File: config.mk
export PLATFORM = sky130hd
export DESIGN_NAME = mont_modexp_seq
export DESIGN_NICKNAME = d
export VERILOG_FILES = /design/src/rtl/mont_pkg.sv /design/src/rtl/mont_mul_serial.sv /design/src/rtl/mont_modexp_seq.sv
export SDC_FILE = /design/constraint.sdc
export NUM_CORES = 1
export LEC_CHECK = 0
export ABC_CLOCK_PERIOD_IN_PS = 3600
export BUFFER_PORTS_ARGS = -buffer_cell sky130_fd_sc_hd__buf_4
export CAP_MARGIN = 20
export CORE_MARGIN = 2
export CORE_UTILIZATION = 45
export DETAILED_ROUTE_END_ITERATION = 8
export GPL_TIMING_DRIVEN = 0
export SLEW_MARGIN = 0
export SYNTH_ARGS = -nofsm -noshare
export SYNTH_HDL_FRONTEND = slang
export SYNTH_SLANG_ARGS = --single-unit
File: constraint.sdc
create_clock -name clk -period 3.6 [get_ports clk]
set_input_delay 0.36 -clock clk [delete_from_list [all_inputs] [get_ports clk]]
set_output_delay 0.36 -clock clk [all_outputs]
set_load 0.03 [all_outputs]
File: src/rtl/mont_pkg.sv
// mont_pkg: shared constants for the Montgomery modular exponentiator.
//   - top-level FSM state encodings
//   - operand-select codes for the shared Montgomery multiplier
//   - internal state encodings of the serial multiplier
package mont_pkg;

    // Exponentiator FSM states
    localparam logic [2:0] ST_IDLE   = 3'd0;
    localparam logic [2:0] ST_CHECK  = 3'd1;
    localparam logic [2:0] ST_TO_M   = 3'd2;
    localparam logic [2:0] ST_SQ     = 3'd3;
    localparam logic [2:0] ST_MUL    = 3'd4;
    localparam logic [2:0] ST_FROM_M = 3'd5;
    localparam logic [2:0] ST_DONE   = 3'd6;

    // Multiplier operand pairs (a, b)
    localparam logic [2:0] SEL_BASE_R2 = 3'd0;  // xm  = MP(base, r2)
    localparam logic [2:0] SEL_ONE_R2  = 3'd1;  // acc = MP(1, r2) = R mod n
    localparam logic [2:0] SEL_ACC_ACC = 3'd2;  // square
    localparam logic [2:0] SEL_ACC_XM  = 3'd3;  // multiply
    localparam logic [2:0] SEL_ACC_ONE = 3'd4;  // leave Montgomery domain

    // Serial multiplier states
    localparam logic [1:0] MS_IDLE = 2'd0;
    localparam logic [1:0] MS_ITER = 2'd1;
    localparam logic [1:0] MS_CORR = 2'd2;

endpackage

File: src/rtl/mont_mul_serial.sv
// mont_mul_serial: bit-serial radix-2 Montgomery multiplier, p = a*b*R^-1 mod n.
// Takes exactly W+2 cycles: issue (go), W iterations, correction (rdy).
// Ports:
//   clk, rst    clock, synchronous active-high reset (aborts any operation)
//   go          issue request; operands latched when idle
//   a, b, n     operands; requires b < n and n odd
//   rdy         1-cycle pulse in the correction cycle; p is valid then
//   p           product, always < n
module mont_mul_serial
    import mont_pkg::*;
#(
    parameter int W = 8
) (
    input  logic         clk,
    input  logic         rst,
    input  logic         go,
    input  logic [W-1:0] a,
    input  logic [W-1:0] b,
    input  logic [W-1:0] n,
    output logic         rdy,
    output logic [W-1:0] p
);

    localparam int CW = $clog2(W + 1);

    logic [1:0]   mstate;
    logic [W-1:0] a_sh;
    logic [W-1:0] b_q;
    logic [W-1:0] n_q;
    logic [W+1:0] t;
    logic [W+1:0] t_add;
    logic [W+1:0] t_odd;
    logic [CW-1:0] cnt;

    // One iteration: add a[i]*b, make even by adding n, halve.
    // t stays below 2n, so W+2 bits never overflow.
    always_comb begin
        t_add = t + (a_sh[0] ? {2'b00, b_q} : '0);
        t_odd = t_add[0] ? (t_add + {2'b00, n_q}) : t_add;
    end

    // Final correction is done combinationally in the rdy cycle; the
    // difference is < n so the low W bits are exact.
    always_comb begin
        rdy = (mstate == MS_CORR);
        p   = (t >= {2'b00, n_q}) ? (t[W-1:0] - n_q) : t[W-1:0];
    end

    always_ff @(posedge clk) begin
        if (rst) begin
            mstate <= MS_IDLE;
            a_sh   <= '0;
            b_q    <= '0;
            n_q    <= '0;
            t      <= '0;
            cnt    <= '0;
        end else begin
            case (mstate)
                MS_IDLE: begin
                    if (go) begin
                        a_sh   <= a;
                        b_q    <= b;
                        n_q    <= n;
                        t      <= '0;
                        cnt    <= '0;
                        mstate <= MS_ITER;
                    end
                end
                MS_ITER: begin
                    t    <= t_odd >> 1;
                    a_sh <= a_sh >> 1;
                    cnt  <= cnt + CW'(1);
                    if (cnt == CW'(W - 1)) mstate <= MS_CORR;
                end
                MS_CORR: mstate <= MS_IDLE;
                default: mstate <= MS_IDLE;
            endcase
        end
    end

endmodule

File: src/rtl/mont_modexp_seq.sv
// mont_modexp_seq: sequential Montgomery modular exponentiation,
// result = base^exp mod n (n odd, n >= 3), MSB-first square-and-multiply
// on one shared serial Montgomery multiplier.
// Ports:
//   clk, rst         clock, synchronous active-high reset
//   start            1-cycle request, sampled only in IDLE
//   base, exp, n, r2 operands (r2 = R^2 mod n, R = 2^W), latched on start
//   busy             high while an operation is in progress
//   done             1-cycle pulse; result/err valid from then on
//   err              n even or n < 3
//   result           base^exp mod n, held until the next completion
// CONST_TIME = 1 multiplies on every exponent bit and discards the product
// when the bit is 0, making latency independent of exp.
module mont_modexp_seq
    import mont_pkg::*;
#(
    parameter int W          = 8,
    parameter int E          = 8,
    parameter int CONST_TIME = 0
) (
    input  logic         clk,
    input  logic         rst,
    input  logic         start,
    input  logic [W-1:0] base,
    input  logic [E-1:0] exp,
    input  logic [W-1:0] n,
    input  logic [W-1:0] r2,
    output logic         busy,
    output logic         done,
    output logic         err,
    output logic [W-1:0] result
);

    localparam int CW = (E > 1) ? $clog2(E) : 1;

    logic [2:0]    state;
    logic          phase;      // TO_M: 0 = computing xm, 1 = computing R mod n
    logic          go_q;       // issues the next multiply in the following cycle
    logic [CW-1:0] bitcnt;
    logic [W-1:0]  base_q;
    logic [E-1:0]  exp_q;
    logic [W-1:0]  n_q;
    logic [W-1:0]  r2_q;
    logic [W-1:0]  xm;
    logic [W-1:0]  acc;
    logic [2:0]    sel;
    logic [W-1:0]  mul_a;
    logic [W-1:0]  mul_b;
    logic          mul_rdy;
    logic [W-1:0]  mul_p;

    assign busy = (state != ST_IDLE) && (state != ST_DONE);
    assign done = (state == ST_DONE);

    always_comb begin
        sel = SEL_ACC_ACC;
        case (state)
            ST_TO_M:   sel = phase ? SEL_ONE_R2 : SEL_BASE_R2;
            ST_MUL:    sel = SEL_ACC_XM;
            ST_FROM_M: sel = SEL_ACC_ONE;
            default:   sel = SEL_ACC_ACC;
        endcase
    end

    always_comb begin
        mul_a = acc;
        mul_b = acc;
        case (sel)
            SEL_BASE_R2: begin mul_a = base_q;  mul_b = r2_q;   end
            SEL_ONE_R2:  begin mul_a = W'(1);   mul_b = r2_q;   end
            SEL_ACC_XM:  begin mul_a = acc;     mul_b = xm;     end
            SEL_ACC_ONE: begin mul_a = acc;     mul_b = W'(1);  end
            default:     begin mul_a = acc;     mul_b = acc;    end
        endcase
    end

    mont_mul_serial #(.W(W)) u_mul (
        .clk (clk),
        .rst (rst),
        .go  (go_q),
        .a   (mul_a),
        .b   (mul_b),
        .n   (n_q),
        .rdy (mul_rdy),
        .p   (mul_p)
    );

    // Each multiply result is captured in its rdy cycle and the next one is
    // issued the very next cycle, so every operation costs exactly W+2 cycles.
    always_ff @(posedge clk) begin
        if (rst) begin
            state  <= ST_IDLE;
            phase  <= 1'b0;
            go_q   <= 1'b0;
            bitcnt <= '0;
            base_q <= '0;
            exp_q  <= '0;
            n_q    <= '0;
            r2_q   <= '0;
            xm     <= '0;
            acc    <= '0;
            err    <= 1'b0;
            result <= '0;
        end else begin
            go_q <= 1'b0;
            case (state)
                ST_IDLE: begin
                    if (start) begin
                        base_q <= base;
                        exp_q  <= exp;
                        n_q    <= n;
                        r2_q   <= r2;
                        state  <= ST_CHECK;
                    end
                end
                ST_CHECK: begin
                    if (!n_q[0] || (n_q < W'(3))) begin
                        err    <= 1'b1;
                        result <= '0;
                        state  <= ST_DONE;
                    end else begin
                        phase <= 1'b0;
                        go_q  <= 1'b1;
                        state <= ST_TO_M;
                    end
                end
                ST_TO_M: begin
                    if (mul_rdy) begin
                        go_q <= 1'b1;
                        if (!phase) begin
                            xm    <= mul_p;
                            phase <= 1'b1;
                        end else begin
                            acc    <= mul_p;
                            bitcnt <= CW'(E - 1);
                            state  <= ST_SQ;
                        end
                    end
                end
                ST_SQ: begin
                    if (mul_rdy) begin
                        acc  <= mul_p;
                        go_q <= 1'b1;
                        if (exp_q[bitcnt] || (CONST_TIME != 0)) state <= ST_MUL;
                        else if (bitcnt == '0)                  state <= ST_FROM_M;
                        else                                    bitcnt <= bitcnt - CW'(1);
                    end
                end
                ST_MUL: begin
                    if (mul_rdy) begin
                        if (exp_q[bitcnt]) acc <= mul_p;
                        go_q <= 1'b1;
                        if (bitcnt == '0) begin
                            state <= ST_FROM_M;
                        end else begin
                            bitcnt <= bitcnt - CW'(1);
                            state  <= ST_SQ;
                        end
                    end
                end
                ST_FROM_M: begin
                    if (mul_rdy) begin
                        result <= mul_p;
                        err    <= 1'b0;
                        state  <= ST_DONE;
                    end
                end
                ST_DONE: state <= ST_IDLE;
                default: state <= ST_IDLE;
            endcase
        end
    end

endmodule
## Word-level counts from Yosys, hierarchy flattened

Cells that the tools add are included.

- Multiplexer cells: 53
- Equal/unequal tests: 26
- Add/subtract/negate cells: 5
- Bitwise gates (word level): 1
- $mul: 0
- Shift-type cells: 0
- Reductions and logical operators: 24
- Order comparisons: 3
- Div/mod/pow operators: 0

Operators by type and width:

| cell | count |
|---|---|
| $mux 8 | 9 |
| $mux 3 | 16 |
| $pmux 8 s2 | 3 |
| $pmux 8 s3 | 2 |
| $ne 2x2->1 const B | 11 |
| $mux 10 | 2 |
| $pmux 10 s2 | 1 |
| $pmux 3 s3 | 2 |
| $pmux 3 s6 | 1 |
| $eq 3x3->1 const B | 4 |
| $reduce_and 6->1 | 2 |
| $add 10x10->10 | 1 |
| $add 10x8->10 | 1 |
| $ge 10x8->1 | 1 |
| $eq 3x2->1 const B | 3 |
| $logic_not 3->1 | 3 |
| $reduce_and 3->1 | 3 |
| $lt 8x2->1 const B | 1 |
| $mux 1 | 8 |
| $pmux 4 s2 | 1 |
| $reduce_and 2->1 | 4 |
| $sub 8x8->8 | 1 |
| $reduce_and 7->1 | 1 |
| $eq 3x1->1 const B | 2 |
| 22 further kinds | 29 |

- Latch bits: 0
- Memory bits (writable): 0
- Logic and storage cells: 130
- Bits in read-only memories: 0
- Memories: 0
- Bits of input ports: 35
- Output and inout bits: 11
- Register bits: 105

## Longest topological paths before layout

Gate-level depths: netlist (run 1).

- Depth in word-level cells: 6
- Gate-level depth with buffers: 15
- Mapped depth without buffers: 15

## By module

From an unflattened synthesis (run 1), not the netlist that was laid out.

- Cell total of the unflattened synthesis: 739
- Area, all modules: 5823.1 um2

By module, submodules not included:

| module | area each (um2) | cells an instance | times used | sequential area each (um2) |
|---|---|---|---|---|
| mont_modexp_seq | 3036.7 | 383 | 1 | 1301.2 |
| mont_mul_serial | 2786.4 | 356 | 1 | 780.7 |

## Least setup slack after synthesis (run 1)

No wires, ideal clock.

- Kind: register -> register
- Start point: reg u_mul.a_sh[0]
- End point: reg u_mul.t[8]
- Cell stages (with the launch flop): 15
- Buffers on the path: 0
- Arrival: 2.758 ns
- Setup time: 0.124 ns
- Setup slack: 0.718 ns
- Clock period less this slack: 2.882 ns
- Required time: 3.476 ns
- Cells stage by stage: dfxtp_1 > and2_1 > ha_1 > inv_1 > fa_1 > nor2b_1 > o31a_1 > a21oi_1 > ha_1 > a21o_1 > a31oi_1 > nor2_1 > o311ai_1 > xnor2_1 > o22ai_1

- Longest elaborated chain between the ends: 5

Ends and longest elaborated chain:

| element | RTL line | RTL |
|---|---|---|
| start: declaration | mont_mul_serial.sv:27 | `logic [W-1:0] a_sh;` |
| start signal: assignment | mont_mul_serial.sv:71 | `a_sh <= a_sh >> 1;` |
| $mux 8 (*) | mont_mul_serial.sv:38 | `t_add = t + (a_sh[0] ? {2'b00, b_q} : '0);` |
| $add 10x10->10 (*) | mont_mul_serial.sv:38 |  |
| $add 10x8->10 | mont_mul_serial.sv:39 | `t_odd = t_add[0] ? (t_add + {2'b00, n_q}) : t_add;` |
| $mux 10 (*) | mont_mul_serial.sv:39 |  |
| $pmux 10 s2 (*) | mont_mul_serial.sv:58 | `case (mstate)` |
| end signal: assignment | mont_mul_serial.sv:70 | `t <= t_odd >> 1;` |
| end: declaration | mont_mul_serial.sv:30 | `logic [W+1:0] t;` |

Every way passes the cells marked *; elsewhere a longest branch is shown, timed or not.
A chain may end at the register's enable or synchronous reset.

## Final worst setup path (run 1)

Ends and elaborated chain as after synthesis.

==> impl_metrics.ini, run 1 <==
[critical_path]
critical_path.most_common_cell = ha_1
crit_required_ns = 3.83
cp_cell_sequence = and2_1, ha_1, inv_1, fa_1, nor2b_1, o21ai_0, a21oi_1, ha_1, a21o_1, a31oi_1, nor2_1, o311ai_2, xnor2_1, o22ai_1
startpoint_type = register
cpPeakStageDelay_ns = 0.40
cp_slowest_cell = dfxtp_2
worst_ep_arrival_time_ns = 3.47
end_kind = register
path_max_fanout = 9
critPathKind = register to register

[sta]
setup_viol = 0
hold_viol = 0
tns_ns = 0
fin_crit_ns = 3.25
slew_viol_final = 0
worst_slew_pin_slew_ns = 0.960
finalWorstSetupSlack_ns = 0.355
rsz0062_at_grt = false
max-slew-margin-rel = 0.351
min_period_over_period = 0.902
clock-skew-final_ns = 0.00624
fmax_mhz = 308

[run_status]
status = completed

[floorplan]
initial_core_util = 0.464
coreArea_mm2 = 0.0121
dieArea_mm2 = 0.0133
ios = 46
die_h_um = 115
dieWidth_um = 115
placementRows = 40

[synthesis]
synthDistinctLibCells = 64
synth_top_flop_cell = dfxtp_1
synth_edf_count = 0
syn_nets = 769
synth.top_cell.area_share = 0.372
syn-cell-area_mm2 = 0.00559
ys_async_sr_fraction = 0
yosys_warnings = 0
synthTopCellsByArea = dfxtp_1 37%, nand2_1 7.8%, a21oi_1 6.8%
synth.ff_latch_count = 104
synth_top_area_cell = dfxtp_1
syn_avg_cell_area_um2 = 7.94
synthesis.instances = 704
yosysSeqAreaShare = 0.372

[clock_network]
cts_hold_buf = 0
htree_levels = 3
clk_path_buf_depth = 2
cts_tree = done
cts-root-buf = clkbuf_16
cts_sinks = 104
worst_skew_pair.late_latency_ns = 0.35
path_clk_slew_ns = 0.07
cts_buffers = 9

[routing]
dr_total_vias = 5085
ant_nets = 0
drtIter0Drc = 242
routedWlPerCell_um = 16.1
route.met3.wl_um = 645
wirelength_um = 15100
drt_first_pass_iters = 4
met2WireLength_um = 7200
drc_errors = 0
drt-met1-wl_um = 6890
routed.top_layer = met4
vias_per_cell = 5.45

[power]
p_per_area_mw_per_mm2 = 475
ir_drop_uv = 451
finalPower_uw = 3050
p_leak_uw = 0.00242

[job]
cap_violations = 0

[finish]
antennaDiodeCount = 0
drive_gt1_frac = 0.115
final_nets = 825
area_growth_pct = 14.8

[place]
port_buffers = 45
gp_congestion = 0.891
place_ws_ns = 0.215
dp.final_hpwl_um = 11800

[global_route]
grt_pass1_vias = 4892
antenna_found_initial = 0
grt_max_degree = 18
grt.total_usage = 0.240
grt.overflow.total = 0
grt_pass1_wl_um = 24700

[min_path]
min_path_type = primary input to register
[synth_stat cells (all sizes together) (4+ instances only)]
| master | n |
|---|---|
| inv | 21 |
| clkbuf | 28 |
| ha | 27 |
| nor2b | 18 |
| mux2i | 13 |
| o21ai | 32 |
| xor2 | 4 |
| xnor2 | 14 |
| nand2 | 116 |
| a311oi | 5 |
| nand3b | 5 |
| nor3b | 8 |
| nand2b | 9 |
| dfxtp | 104 |
| o21a | 8 |
| a21o | 4 |
| nor3 | 23 |
| a211oi | 25 |
| o22ai | 5 |
| nor2 | 80 |
| buf | 13 |
| and2 | 8 |
| a22oi | 9 |
| a21oi | 76 |
[critical path: cells and delay by family, from the launching register on]
kind / cells / cell delay [ns]
AND/OR/NAND/NOR: 3 / 0.45
adder cells (fa/ha/maj): 3 / 0.90
XOR/XNOR: 1 / 0.16
buffers and inverters: 1 / 0.05
AO/OA/AOI/OAI: 6 / 1.16
flip-flops: 1 / 0.40
[stage by stage]
| step | hold WS, ns | area, µm² | instances | utilization |
|---|---|---|---|---|
| detailed placement | 0.443 | 6140 | 917 | 0.509 |
| finish | 0.249 | 6420 | 933 | 0.532 |
| global placement | 0.434 | 6140 | 917 | 0.509 |
| global route | 0.253 | 6420 | 933 | 0.532 |
| floorplan | 0.427 | 5590 | 704 | - |
| CTS | 0.244 | 6410 | 933 | 0.532 |
[registers in the layout, indices dropped and copies added (netlist names)]
register and cells:
acc 8, u_mul.mstate 2, r2_q 8, state 3, u_mul.b_q 8, go_q 1
u_mul.n_q 8, base_q 8, u_mul.cnt 4, u_mul.t 9, exp_q 8, phase 1
result 8, n_q 8, err 1, bitcnt 3, xm 8, u_mul.a_sh 8
[layer usage]
layer / vias to the layer above / global-route usage
li1: 2568 / -
met3: 26 / 0.0507
met1: 2395 / 0.311
met5: - / 0
met4: 0 / 0.0667
met2: 96 / 0.405
[layout make-up]
cell class                 instances  area [µm²]
sequential                       104        2080
clock inverter                     7        46.3
buffer                            41         175
timing repair buffer              45         338
fill                            1180        5640
tap                              168         210
clock buffer                       9         225
multi-input combinational        538        3260
inverter                          21        78.8
[power breakdown]
| group | switching (µW) | leakage (µW) | internal (µW) |
|---|---|---|---|
| Sequential | 78.1 | 0.000843 | 1260 |
| Combinational | 519 | 0.00144 | 277 |
| Clock | 447 | 0.000140 | 471 |
| Total | 1040 | 0.00242 | 2000 |
[cell families after synthesis]
logic type      after synthesis  share of synthesized area
mux                          17                     0.0360
compound gates              185                      0.210
simple gates                288                      0.237
xor+xnor                     18                     0.0282
buf+inv                      62                     0.0454
flops                       104                      0.372
fa+ha+maj                    30                     0.0711
[cells in the final DEF, fill, tap and decap left out, drive strengths merged, types with 3 or more instances in the layout]
cell type and count:
a211oi 25, a21o 4, a21oi 76, a22oi 9, a311oi 5, and2 8
and3 3, buf 58, clkbuf 37, clkinv 5, dfxtp 104, fa 3
ha 27, inv 23, mux2i 13, nand2 116, nand2b 9, nand3 3
nand3b 5, nor2 80, nor2b 18, nor3 23, nor3b 8, o21a 8
o21ai 32, o21bai 3, o22ai 5, o31a 3, or2 3, or3 3
xnor2 14, xor2 4
[what timing repair did]
action / CTS / global route
setup endpoints to repair: 0 / 1
buffers inserted: 0 / 0
endpoints found under the hold margin: 0 / 0
gates resized for setup: 0 / 2
[worst paths after layout]
path                                    start         end  slack, ns  cells past startpoint
worst min register to register      result[6]   result[6]       0.45                      2
worst max-delay path            u_mul.a_sh[0]  u_mul.t[8]       0.35                     14
worst max register to register  u_mul.a_sh[0]  u_mul.t[8]       0.35                     14
worst min-delay path                     n[4]      n_q[4]       0.25                      3
Note: power is estimated with default switching activity, not from simulation.
==> inputs of run 2 (changes only) <==
Settings changed: CORE_MARGIN 2 to unset, GPL_ROUTABILITY_DRIVEN set to 0.
==> impl_metrics.ini, run 2 (synthesis results as in run 1) <==
[clock_network]
htree_levels = 3
cts_buffers = 9
cts_sinks = 104
cts_hold_buf = 0
worst_skew_pair.late_latency_ns = 0.35
cts-root-buf = clkbuf_16
cts_tree = done
cts_resized = 0
path_clk_slew_ns = 0.07
post_cts_buffers = 0
clk_path_buf_depth = 2

[power]
p_leak_uw = 0.00243
p_per_area_mw_per_mm2 = 487
ir_drop_uv = 446

[critical_path]
crit_buf_inv = 1
cpLargestDelayFamily = compound AO/OA/AOI/OAI gates
crit_required_ns = 3.82
rr_startpoint = u_mul.a_sh[0]
path_max_fanout = 9
rr_endpoint = u_mul.t[8]
startpoint_type = register
critPathKind = register to register
cp_cell_sequence = and2_1, ha_1, inv_1, fa_1, nor2b_1, o21ai_0, a21oi_1, ha_1, a21o_1, a31oi_1, nor2_1, o311ai_2, xnor2_1, o22ai_1
end_kind = register
cpPeakStageDelay_ns = 0.45
critical_path.most_common_cell = ha_1
rr_worst_depth = 14
reg2reg_slack_ns = 0.29
worst_ep_arrival_time_ns = 3.54
cp_slowest_cell = dfxtp_1

[global_route]
grt.overflow.total = 0
grt_pass1_wl_um = 24200
antenna_found_initial = 0
grt_pass1_vias = 4864
grt.total_usage = 0.246
grt_max_degree = 17

[floorplan]
dieArea_mm2 = 0.0129
ios = 46
placementRows = 40
coreArea_mm2 = 0.0121
dieWidth_um = 113
die_h_um = 113
initial_core_util = 0.464

[finish]
antennaDiodeCount = 0
largest_register_ff_count = 9
final_common_cell = nand2_1
top_register = u_mul.t
final_cell_mix = 116 x nand2_1, 104 x dfxtp_1, 80 x nor2_1
drive_gt1_frac = 0.111
final_nets = 825
area_growth_pct = 15.2

[sta]
hold_viol = 0
rsz0062_at_grt = false
clock-skew-final_ns = 0.00901
fmax_mhz = 302
min_period_over_period = 0.920
fin_crit_ns = 3.31
max-slew-margin-rel = 0.292
slew_viol_final = 0
setup_viol = 0
worst_slew_pin_slew_ns = 1.05
tns_ns = 0
finalWorstSetupSlack_ns = 0.287

[job]
cap_violations = 0

[min_path]
hold_depth = 3
min_path_type = primary input to register
min_from = n[4]
hold-path-endpoint = n_q[4]

[routing]
wirelength_um = 15000
drc_errors = 0
ant_nets = 0
drtIter0Drc = 306
vias_per_cell = 5.47
dr_total_vias = 5098
routedWlPerCell_um = 16.1
drt_first_pass_iters = 4

[place]
dp.final_hpwl_um = 11600
place_ws_ns = 0.198
port_buffers = 45

[run_status]
status = completed
## run 2: cell types whose count changed in the layout (fill, tap and decap cells not counted)
cell	delta
clkbuf_1	+1
bufinv_16	+1
clkinv_2	-3
clkbuf_8	+1
inv_6	-1
dfxtp_1	+1
dfxtp_2	-1
## run 2: final cells by class
class / instances / area, µm²
multi-input combinational: 538 / 3260
inverter: 21 / 78.8
clock inverter: 4 / 52.6
clock buffer: 11 / 243
tap: 168 / 210
timing repair buffer: 45 / 338
sequential: 104 / 2080
fill: 1208 / 5620
buffer: 41 / 175
## run 2: worst reg2reg max path: stages (launching register included)
cell,delay (ns)
dfxtp_1,0.45
and2_1,0.18
ha_1,0.17
inv_1,0.06
fa_1,0.40
nor2b_1,0.17
o21ai_0,0.09
a21oi_1,0.24
ha_1,0.33
a21o_1,0.17
a31oi_1,0.26
nor2_1,0.10
o311ai_2,0.32
xnor2_1,0.16
o22ai_1,0.09
## run 2: where the power goes
| group | switching [µW] | internal [µW] | total, µW |
|---|---|---|---|
| Clock | 444 | 558 | 1000 |
| Sequential | 77.6 | 1260 | 1330 |
| Combinational | 523 | 277 | 800 |
| Total | 1040 | 2090 | 3140 |
## run 2: layer usage
layer,part of all wire,wire [µm],track usage,up-vias
met5,0,0,0,-
met4,0.024,365,0.0947,0
met3,0.043,648,0.0542,28
met2,0.48,7110,0.416,134
met1,0.46,6840,0.305,2373
li1,-,-,-,2563
## run 2: worst max path at each step
| stage | start | endpoint | slack (ns) | cells past startpoint |
|---|---|---|---|---|
| after floorplan | u_mul.a_sh[0] | u_mul.t[8] | 0.72 | 14 |
| after global placement | u_mul.a_sh[0] | u_mul.t[8] | 0.28 | 14 |
| after detailed placement | u_mul.a_sh[0] | u_mul.t[8] | 0.20 | 14 |
| after CTS | u_mul.a_sh[0] | u_mul.t[8] | 0.18 | 14 |
| after global routing | u_mul.a_sh[0] | u_mul.t[8] | 0.05 | 15 |
| final | u_mul.a_sh[0] | u_mul.t[8] | 0.29 | 14 |
## run 2: metrics by stage
| stage | utilization | total power [µW] | cell area, µm² | cells | hold slack [ns] |
|---|---|---|---|---|---|
| 2_1_floorplan | - | 1900 | 5590 | 704 | 0.427 |
| 3_3_place_gp | 0.509 | 2130 | 6140 | 917 | 0.434 |
| 3_5_place_dp | 0.509 | 2150 | 6140 | 917 | 0.442 |
| 4_1_cts | 0.534 | 3150 | 6440 | 932 | 0.243 |
| 5_1_grt | 0.534 | 3300 | 6440 | 932 | 0.247 |
| 6_report | 0.534 | 3140 | 6440 | 932 | 0.250 |
